--- config.mk ---
export PLATFORM = sky130hd
export DESIGN_NAME = seg7_capture
export DESIGN_NICKNAME = d
export VERILOG_FILES = /design/src/rtl/seg7_pkg.sv /design/src/rtl/seg7_pattern_decode.sv /design/src/rtl/seg7_capture.sv
export SDC_FILE = /design/constraint.sdc
export NUM_CORES = 1
export LEC_CHECK = 0
export BUFFER_PORTS_ARGS = -buffer_cell sky130_fd_sc_hd__buf_2
export CAP_MARGIN = 15
export CORE_ASPECT_RATIO = 1.1
export CORE_MARGIN = 4
export CORE_UTILIZATION = 40
export CTS_CLUSTER_DIAMETER = 150
export DETAILED_ROUTE_END_ITERATION = 16
export GPL_TIMING_DRIVEN = 0
export RECOVER_POWER = 25
export SYNTH_ARGS = -nofsm -noshare
export SYNTH_HDL_FRONTEND = slang
export SYNTH_HIERARCHICAL = 1
export SYNTH_SLANG_ARGS = --single-unit
--- constraint.sdc ---
create_clock -name clk -period 3.3 [get_ports clk]
set_input_delay 0.165 -clock clk [delete_from_list [all_inputs] [get_ports clk]]
set_output_delay 0.165 -clock clk [all_outputs]
set_load 0.01 [all_outputs]
--- src/rtl/seg7_pkg.sv ---
// seg7_capture shared types: segment patterns (a..g on [6:0], low = lit),
// BCD code type and output FSM states.
package seg7_pkg;

  typedef logic [3:0] bcd_t;
  typedef logic [6:0] seg_t;

  localparam seg_t SEG_0 = 7'b0000001;
  localparam seg_t SEG_1 = 7'b1001111;
  localparam seg_t SEG_2 = 7'b0010010;
  localparam seg_t SEG_3 = 7'b0000110;
  localparam seg_t SEG_4 = 7'b1001100;
  localparam seg_t SEG_5 = 7'b0100100;
  localparam seg_t SEG_6 = 7'b0100000;
  localparam seg_t SEG_7 = 7'b0001101;
  localparam seg_t SEG_8 = 7'b0000000;
  localparam seg_t SEG_9 = 7'b0000100;

  localparam seg_t SEG_BLANK = 7'b1111111;
  localparam bcd_t BCD_BLANK = 4'hF;

  typedef enum logic {
    ST_COLLECT,
    ST_PRESENT
  } state_e;

endpackage

--- src/rtl/seg7_pattern_decode.sv ---
// Combinational segment-pattern to BCD decoder.
// SEG7_CAPTURE_BLANK_EN makes the all-off pattern decode to BCD_BLANK.
module seg7_pattern_decode
  import seg7_pkg::*;
(
  input  seg_t seg_i,
  output bcd_t code_o,
  output logic valid_o
);

  always_comb begin
    code_o  = '0;
    valid_o = 1'b1;
    case (seg_i)
      SEG_0:     code_o = 4'd0;
      SEG_1:     code_o = 4'd1;
      SEG_2:     code_o = 4'd2;
      SEG_3:     code_o = 4'd3;
      SEG_4:     code_o = 4'd4;
      SEG_5:     code_o = 4'd5;
      SEG_6:     code_o = 4'd6;
      SEG_7:     code_o = 4'd7;
      SEG_8:     code_o = 4'd8;
      SEG_9:     code_o = 4'd9;
`ifdef SEG7_CAPTURE_BLANK_EN
      SEG_BLANK: code_o = BCD_BLANK;
`endif
      default:   valid_o = 1'b0;
    endcase
  end

endmodule

--- src/rtl/seg7_capture.sv ---
// Multiplexed 7-segment bus capture: per-digit stability filter, frame
// assembly, valid/ready output. Option macro: SEG7_CAPTURE_BLANK_EN.
module seg7_capture
  import seg7_pkg::*;
#(
  parameter int NUM_DIGITS = 4,
  parameter int STABLE_CNT = 3
) (
  input  logic                    clk,
  input  logic                    rst_n,
  input  logic [6:0]              seg_in,
  input  logic [NUM_DIGITS-1:0]   an_in,
  output logic [4*NUM_DIGITS-1:0] bcd_out,
  output logic                    out_err,
  output logic                    out_valid,
  input  logic                    out_ready,
  output logic                    overrun
);

  localparam int DW = 4*NUM_DIGITS;
  localparam logic [3:0] STABLE = 4'(STABLE_CNT);

  seg_t                  seg_q;
  logic [NUM_DIGITS-1:0] an_q;
  logic [NUM_DIGITS-1:0] sel;
  logic                  sel_ok;
  bcd_t                  code;
  logic                  code_ok;

  bcd_t            last_q [NUM_DIGITS];
  bcd_t            last_d [NUM_DIGITS];
  logic [3:0]      cnt_q  [NUM_DIGITS];
  logic [3:0]      cnt_d  [NUM_DIGITS];
  logic [DW-1:0]   buf_q, buf_d;
  logic [NUM_DIGITS-1:0] done_q, done_d;
  logic            err_q, err_d;
  logic            complete;

  state_e          state_q, state_d;
  logic [DW-1:0]   bcd_q, bcd_d;
  logic            oerr_q, oerr_d;
  logic            ovr_q, ovr_d;

  seg7_pattern_decode u_dec (
    .seg_i   (seg_q),
    .code_o  (code),
    .valid_o (code_ok)
  );

  assign sel      = ~an_q;
  assign sel_ok   = $onehot(sel);
  assign complete = &done_q;

  // A completing frame releases done_mask this cycle, so an acceptance
  // landing on the same edge already belongs to the next frame.
  always_comb begin
    last_d = last_q;
    cnt_d  = cnt_q;
    buf_d  = buf_q;
    done_d = complete ? '0 : done_q;
    err_d  = complete ? 1'b0 : err_q;
    for (int i = 0; i < NUM_DIGITS; i++) begin
      if (sel_ok && sel[i]) begin
        if (!code_ok) begin
          cnt_d[i] = '0;
          err_d    = 1'b1;
        end else if (code == last_q[i]) begin
          if (cnt_q[i] != STABLE) cnt_d[i] = cnt_q[i] + 4'd1;
        end else begin
          last_d[i] = code;
          cnt_d[i]  = 4'd1;
        end
        if (code_ok && cnt_d[i] == STABLE &&
            (cnt_q[i] != STABLE || code != last_q[i]) &&
            !(done_q[i] && !complete)) begin
          buf_d[4*i +: 4] = code;
          done_d[i]       = 1'b1;
        end
      end
    end
  end

  always_comb begin
    state_d = state_q;
    bcd_d   = bcd_q;
    oerr_d  = oerr_q;
    ovr_d   = 1'b0;
    unique case (state_q)
      ST_COLLECT: begin
        if (complete) begin
          bcd_d   = buf_q;
          oerr_d  = err_q;
          state_d = ST_PRESENT;
        end
      end
      ST_PRESENT: begin
        if (out_ready) begin
          if (complete) begin
            bcd_d  = buf_q;
            oerr_d = err_q;
          end else begin
            state_d = ST_COLLECT;
          end
        end else if (complete) begin
          ovr_d = 1'b1;
        end
      end
      default: state_d = ST_COLLECT;
    endcase
  end

  always_ff @(posedge clk or negedge rst_n) begin
    if (!rst_n) begin
      seg_q   <= SEG_BLANK;
      an_q    <= '1;
      buf_q   <= '0;
      done_q  <= '0;
      err_q   <= 1'b0;
      state_q <= ST_COLLECT;
      bcd_q   <= '0;
      oerr_q  <= 1'b0;
      ovr_q   <= 1'b0;
      for (int i = 0; i < NUM_DIGITS; i++) begin
        last_q[i] <= '0;
        cnt_q[i]  <= '0;
      end
    end else begin
      seg_q   <= seg_in;
      an_q    <= an_in;
      buf_q   <= buf_d;
      done_q  <= done_d;
      err_q   <= err_d;
      state_q <= state_d;
      bcd_q   <= bcd_d;
      oerr_q  <= oerr_d;
      ovr_q   <= ovr_d;
      for (int i = 0; i < NUM_DIGITS; i++) begin
        last_q[i] <= last_d[i];
        cnt_q[i]  <= cnt_d[i];
      end
    end
  end

  assign bcd_out   = bcd_q;
  assign out_err   = oerr_q;
  assign out_valid = (state_q == ST_PRESENT);
  assign overrun   = ovr_q;

endmodule

==> results of run 1 <==
==> repair_timing <==
action                                  in CTS  in global routing
gates resized for setup                      0                  6
hold buffers                                12                  0
hold endpoints to repair                    46                  0
endpoints found under the setup margin       0                 16
buffers inserted                             0                  0
==> cells by family after synthesis <==
family          after synthesis  share of synthesized area (%)
simple gates                112                          17.59
flops                        83                          51.19
compound gates               51                          8.211
mux                          49                          13.88
buf+inv                      27                          2.941
xor+xnor                     18                          3.860
fa+ha+maj                     7                          2.328
==> per-stage QoR <==
stage / worst slack (ns) / std cells / power (mW) / area [um2] / utilization (%)
after global routing: 0.02416 / 527 / 2.343 / 4767 / 47.97
after detailed placement: 0.07320 / 500 / 1.458 / 4417 / 44.45
after CTS: 0.07500 / 528 / 2.238 / 4741 / 47.71
final: 0.2477 / 527 / 2.210 / 4767 / 47.97
after floorplan: 0.4866 / 347 / 1.366 / 4084 / -
after global placement: 0.1159 / 499 / 1.444 / 4394 / 44.22
==> power by group <==
group	internal, mW	leakage, nW	total [mW]	switching [mW]
registers	1.08	1.11	1.16	0.0776
clock network	0.360	0.0973	0.754	0.393
logic	0.137	1.16	0.298	0.161
==> path summary, 6_finish.rpt <==
| check | from | endpoint | slack, ns | cells after the start |
|---|---|---|---|---|
| max in group asynchronous | rst_n | last_q[2]$_DFFE_PN0P_ | 0.76 | 2 |
| worst min register to register | buf_q[14]$_DFFE_PN0P_ | buf_q[14]$_DFFE_PN0P_ | 0.49 | 1 |
| min in group asynchronous | rst_n | last_q[6]$_DFFE_PN0P_ | 1.11 | 2 |
| worst max register to register | an_q[3]$_DFF_PN1_ | buf_q[9]$_DFFE_PN0P_ | 0.25 | 8 |
| worst min-delay path | out_ready | overrun$_DFF_PN0_ | 0.1 | 3 |
| worst max-delay path | an_q[3]$_DFF_PN1_ | buf_q[9]$_DFFE_PN0P_ | 0.25 | 8 |
==> registers in the layout (all words and copies together), names as in the netlist <==
signal / count
buf_q: 16
out_err: 1
cnt_q: 16
seg_q: 7
bcd_out: 16
last_q: 16
out_valid: 1
done_q: 4
err_q: 1
overrun: 1
an_q: 4
==> worst min-delay path, delay by kind of cell <==
kind                   cells  cell delay [ns]
and+or+nand+nor            2             0.17
buffers and inverters      1             0.07
==> area by class of cell <==
class | instances | area, um2 | share of cell area (%)
tap | 120 | 150.1 | 3.150
sequential | 83 | 2091 | 43.86
clock inverter | 7 | 80.08 | 1.680
inverter | 13 | 48.80 | 1.024
buffer | 13 | 67.56 | 1.417
clock buffer | 9 | 123.9 | 2.598
timing repair buffer | 45 | 299.0 | 6.273
multi-input combinational | 237 | 1907 | 40.00
==> Yosys cell counts (all sizes together) (5+ instances only) <==
cell type | n | area share [%]
dfstp | 11 | 7.1
nor3b | 5 | 0.92
buf | 10 | 1.4
nand3 | 13 | 1.6
o21ai | 11 | 1.3
a31oi | 7 | 1.1
a21oi | 15 | 1.8
nor3 | 9 | 1.1
nor4 | 6 | 2.4
dfrtp | 72 | 44
xor2 | 18 | 3.9
nor2 | 12 | 1.3
nand2 | 29 | 2.7
mux2 | 49 | 14
nor2b | 6 | 0.92
ha | 6 | 1.8
inv | 13 | 1.2
==> routing by layer <==
layer / wire (um) / vias to the layer above / share of wire (%) / GRT usage (%)
met1: 3589 / 1356 / 48 / 18.15
met2: 3570 / 41 / 47 / 23.08
li1: - / 1366 / - / -
met3: 229 / 11 / 3.0 / 2.886
met5: 0 / - / 0 / 0
met4: 151 / 0 / 2.0 / 5.762
==> run metrics, run 1 <==
outcome=finished with violations; failing checks=capacitance limit, slew limit; unrepaired setup endpoints after global routing=no; DRT Pass-1 Iters=4; die area=0.01189 mm2; largest net degree at the start of global routing=48; row count=38; GRT overflow=0; Final period util=92.49%; max-slew violation count=47; Max FO, Critical Path=7; Sink Count=83; TritonCTS Buffers=9; highest-count cells in the layout ignoring fill and taps=72 x dfrtp_1, 39 x buf_2, 29 x nand2_1, 29 x mux2_2, 18 x xor2_1; Worst Setup End Kind=register; dpl hpwl=5391 um; CP required=3.53 ns; Worst-Skew Late Latency=0.35 ns; TNS Setup=0 ns; Setup Skew=0.009008 ns; antenna fix cells=0; total number of vias=2,774; first-pass GRT wire length=13,660 um; CTS tree=done; starting density of the core=41.10%; WL/cell=14.31 um; Lkg Pwr=2.360 nW; layout net count=423; H-tree depth=3; root buffer cell=clkbuf_8; CP max stage delay=0.59 ns; maxcap violations=1; Seq cells post-synth=83; post-route DRC violation count=0; Synth cell types=56; Synth Cell Area=0.004084 mm2; asr flop ratio synth=100.0%; All-Layer GR Usage=14.03%; delay-heaviest family, CP=adder cells; worst IR drop on VDD=0.3505 mV; Arr. time, crit path=3.29 ns; routability-driven placement congestion ratio=0.7930; Worst slew margin=-65.24%; via/cell ratio=5.264; Tightest Pin Transition=2.479 ns; 1st-iter DRT viols=51; Post-DRT Antenna Nets=0; Yosys warnings=6; final-report hold violation count=0; startpoint types=register; Setup-failing EPs final=0; Primary FF master, synth=dfrtp_1; Cells after Synth=347; initial antenna violation count=0; pwr/cell area=463.6 mW/mm2; number of global-route vias before repair=2,931; Die Height=114.0 um; most used cell, CP=ha_1; average cell area after synthesis=11.77 um2; die width=104.3 um; share of post-route cells with drive strength above 1=29.73%; min-delay worst type=in -> reg; clk slew on worst S/H paths=0.09 ns; io pins=33; Seq/Total Area, Yosys=51.19%; commonest non-fill, non-tap cell in the layout=dfrtp_1; crit path kind=reg -> reg; slowest CP cell=dfstp_2; FILL cells=884; final WL=7540 um; Synthesized Nets=368; Port Buf Inserts=32; fmax=0.3276 GHz; Post-synth EDFFs=0; Buf+Inv Stages, Crit Path=1; area of the core=0.009937 mm2; Tmin final=3.052 ns; clock buffer depth=2; worst hold slack=0.09701 ns; cells along the critical path=fa_1 -> inv_1 -> ha_1 -> ha_1 -> nand4bb_2 -> nor4b_4 -> o2111ai_2 -> mux2_1; area grow syn2layout=16.73%
Note: power is estimated with default switching activity, not from simulation.
==> run 2: changes to the inputs <==
--- a/config.mk
+++ b/config.mk
@@ -8,12 +8,13 @@
 export BUFFER_PORTS_ARGS = -buffer_cell sky130_fd_sc_hd__buf_2
 export CAP_MARGIN = 15
 export CORE_ASPECT_RATIO = 1.1
-export CORE_MARGIN = 4
+export CORE_MARGIN = 5
 export CORE_UTILIZATION = 40
 export CTS_CLUSTER_DIAMETER = 150
 export DETAILED_ROUTE_END_ITERATION = 16
 export GPL_TIMING_DRIVEN = 0
 export RECOVER_POWER = 25
+export SLEW_MARGIN = 20
 export SYNTH_ARGS = -nofsm -noshare
 export SYNTH_HDL_FRONTEND = slang
 export SYNTH_HIERARCHICAL = 1
==> run 2 against run 1 <==
  * Largest cell class unchanged
  * Sequential cell count unchanged
  * Register-to-register slack got worse by 0.04 ns
  * Clock power barely moved
  * Sequential power is essentially flat
  * Sequential share of layout area down 0.058 points
  * Utilization increased by 0.063 points
  * The flow still finishes with violations (capacitance limit, slew limit)
  * Critical endpoint is now buf_q[5]$_DFFE_PN0P_
  * Count of clock-buffer cells in the layout is the same
  * First-iteration DRC count is 140% higher
  * Worst hold slack better by 0.0058 ns
  * Total power is essentially flat
==> run metrics, run 2 (synthesis results as in run 1) <==
outcome=finished with violations; failing checks=capacitance limit, slew limit; H-tree depth=3; All-Layer GR Usage=13.83%; Finished Cell Area=0.004773 mm2; GRT overflow=0; routability-driven placement congestion ratio=0.8137; 1st-iter DRT viols=121; crit path kind=reg -> reg; Worst Setup End Kind=register; CTS tree=done; final-report hold violation count=0; Lkg Pwr=2.371 nW; Tmin final=3.090 ns; Finished Layout Cells=529; pwr/cell area=462.9 mW/mm2; Inst Count DP=500; first-pass GRT wire length=13,530 um; Worst-Skew Late Latency=0.36 ns; total number of vias=2,785; clock buffer depth=2; number of global-route vias before repair=2,823; max-slew violation count=39; Max FO, Critical Path=10; FILL cells=885; io pins=33; Setup-failing EPs final=0; min-delay worst type=in -> reg; die width=106.3 um; post-route DRC violation count=0; area of the core=0.009937 mm2; die area=0.01233 mm2; final WL=7689 um; Final period util=93.64%; via/cell ratio=5.265; CP required=3.55 ns; DRT Pass-1 Iters=4; share of post-route cells with drive strength above 1=29.58%; root buffer cell=clkbuf_8; TritonCTS Buffers=9; Post-DRT Antenna Nets=0; Port Buf Inserts=32; highest-count cells in the layout ignoring fill and taps=72 x dfrtp_1, 40 x buf_2, 29 x nand2_1, 29 x mux2_2, 18 x xor2_1; WL/cell=14.53 um; worst IR drop on VDD=0.4224 mV; startpoint types=register; Worst slew margin=-49.68%; final setup margin=0.2099 ns; largest net degree at the start of global routing=46; dpl hpwl=5417 um; Arr. time, crit path=3.34 ns; antenna fix cells=0; fmax=0.3236 GHz; Die Height=116.0 um; DP Area=0.004424 mm2; clk slew on worst S/H paths=0.09 ns; starting density of the core=41.10%; layout net count=425; Tightest Pin Transition=2.245 ns; maxcap violations=1; Placement Setup Slack=0.06205 ns; area grow syn2layout=16.88%; Sink Count=83; row count=38; commonest non-fill, non-tap cell in the layout=dfrtp_1; initial antenna violation count=0; Setup Skew=0.01203 ns
==> run 2: cell count changes in the layout (fill, tap and decap cells not counted), sizes merged <==
cell and delta:
inv -1, clkinv +2, buf +2, clkinvlp -1
==> run 2: critical path, stage by stage, from the launching register on <==
cell,delay (ns)
dfstp_2,0.52
clkbuf_1,0.29
nand4b_1,0.18
a21oi_1,0.18
a41oi_1,0.08
nor3_2,0.26
buf_2,0.31
xor2_1,0.14
nor4_4,0.38
nand4_2,0.26
mux2_1,0.38
==> run 2: final timing paths <==
| kind | start | to | slack (ns) | depth (start not counted) |
|---|---|---|---|---|
| setup / recovery | seg_q[2]$_DFF_PN1_ | buf_q[5]$_DFFE_PN0P_ | 0.21 | 10 |
| hold / removal | out_ready | overrun$_DFF_PN0_ | 0.10 | 3 |
| setup reg to reg | seg_q[2]$_DFF_PN1_ | buf_q[5]$_DFFE_PN0P_ | 0.21 | 10 |
| hold reg to reg | buf_q[0]$_DFFE_PN0P_ | buf_q[0]$_DFFE_PN0P_ | 0.49 | 1 |
| max in group asynchronous | rst_n | overrun$_DFF_PN0_ | 1.00 | 2 |
| min in group asynchronous | rst_n | cnt_q[14]$_DFFE_PN0P_ | 1.02 | 2 |
==> run 2: repair_timing <==
item,in CTS,in global routing
setup endpoints to repair,0,16
resized for setup,0,4
endpoints found under the hold margin,49,0
hold buffers,12,0
buffers inserted,0,1
==> run 2: power breakdown <==
| group | internal [mW] | total [mW] | switching (mW) |
|---|---|---|---|
| combinational | 0.137 | 0.295 | 0.159 |
| clock | 0.363 | 0.756 | 0.394 |
| sequential | 1.08 | 1.16 | 0.0771 |
==> run 2: stage by stage <==
stage	power (mW)	hold slack, ns	util [%]	TNS, ns
5_1_grt	2.348	0.1152	48.04	-0.001437
2_1_floorplan	1.366	-0.1306	-	0
6_report	2.209	0.1028	48.04	0
3_5_place_dp	1.460	0.1954	44.52	0
4_1_cts	2.241	0.07879	47.82	0
3_3_place_gp	1.446	0.2696	44.22	0
==> run 2: metal layers <==
layer	global-route usage (%)	part of all wire, %
met1	18.42	49
met2	22.18	47
met3	2.674	2.8
met4	5.959	1.9
met5	0	0
==> run 2: final cells by class <==
cell class / instances / area [um2] / area share (%)
buffer: 14 / 71.32 / 1.494
clock buffer: 9 / 123.9 / 2.595
clock inverter: 7 / 83.83 / 1.756
tap: 120 / 150.1 / 3.145
timing repair buffer: 46 / 314.1 / 6.579
multi-input combinational: 237 / 1891 / 39.61
sequential: 83 / 2091 / 43.80
inverter: 13 / 48.80 / 1.022
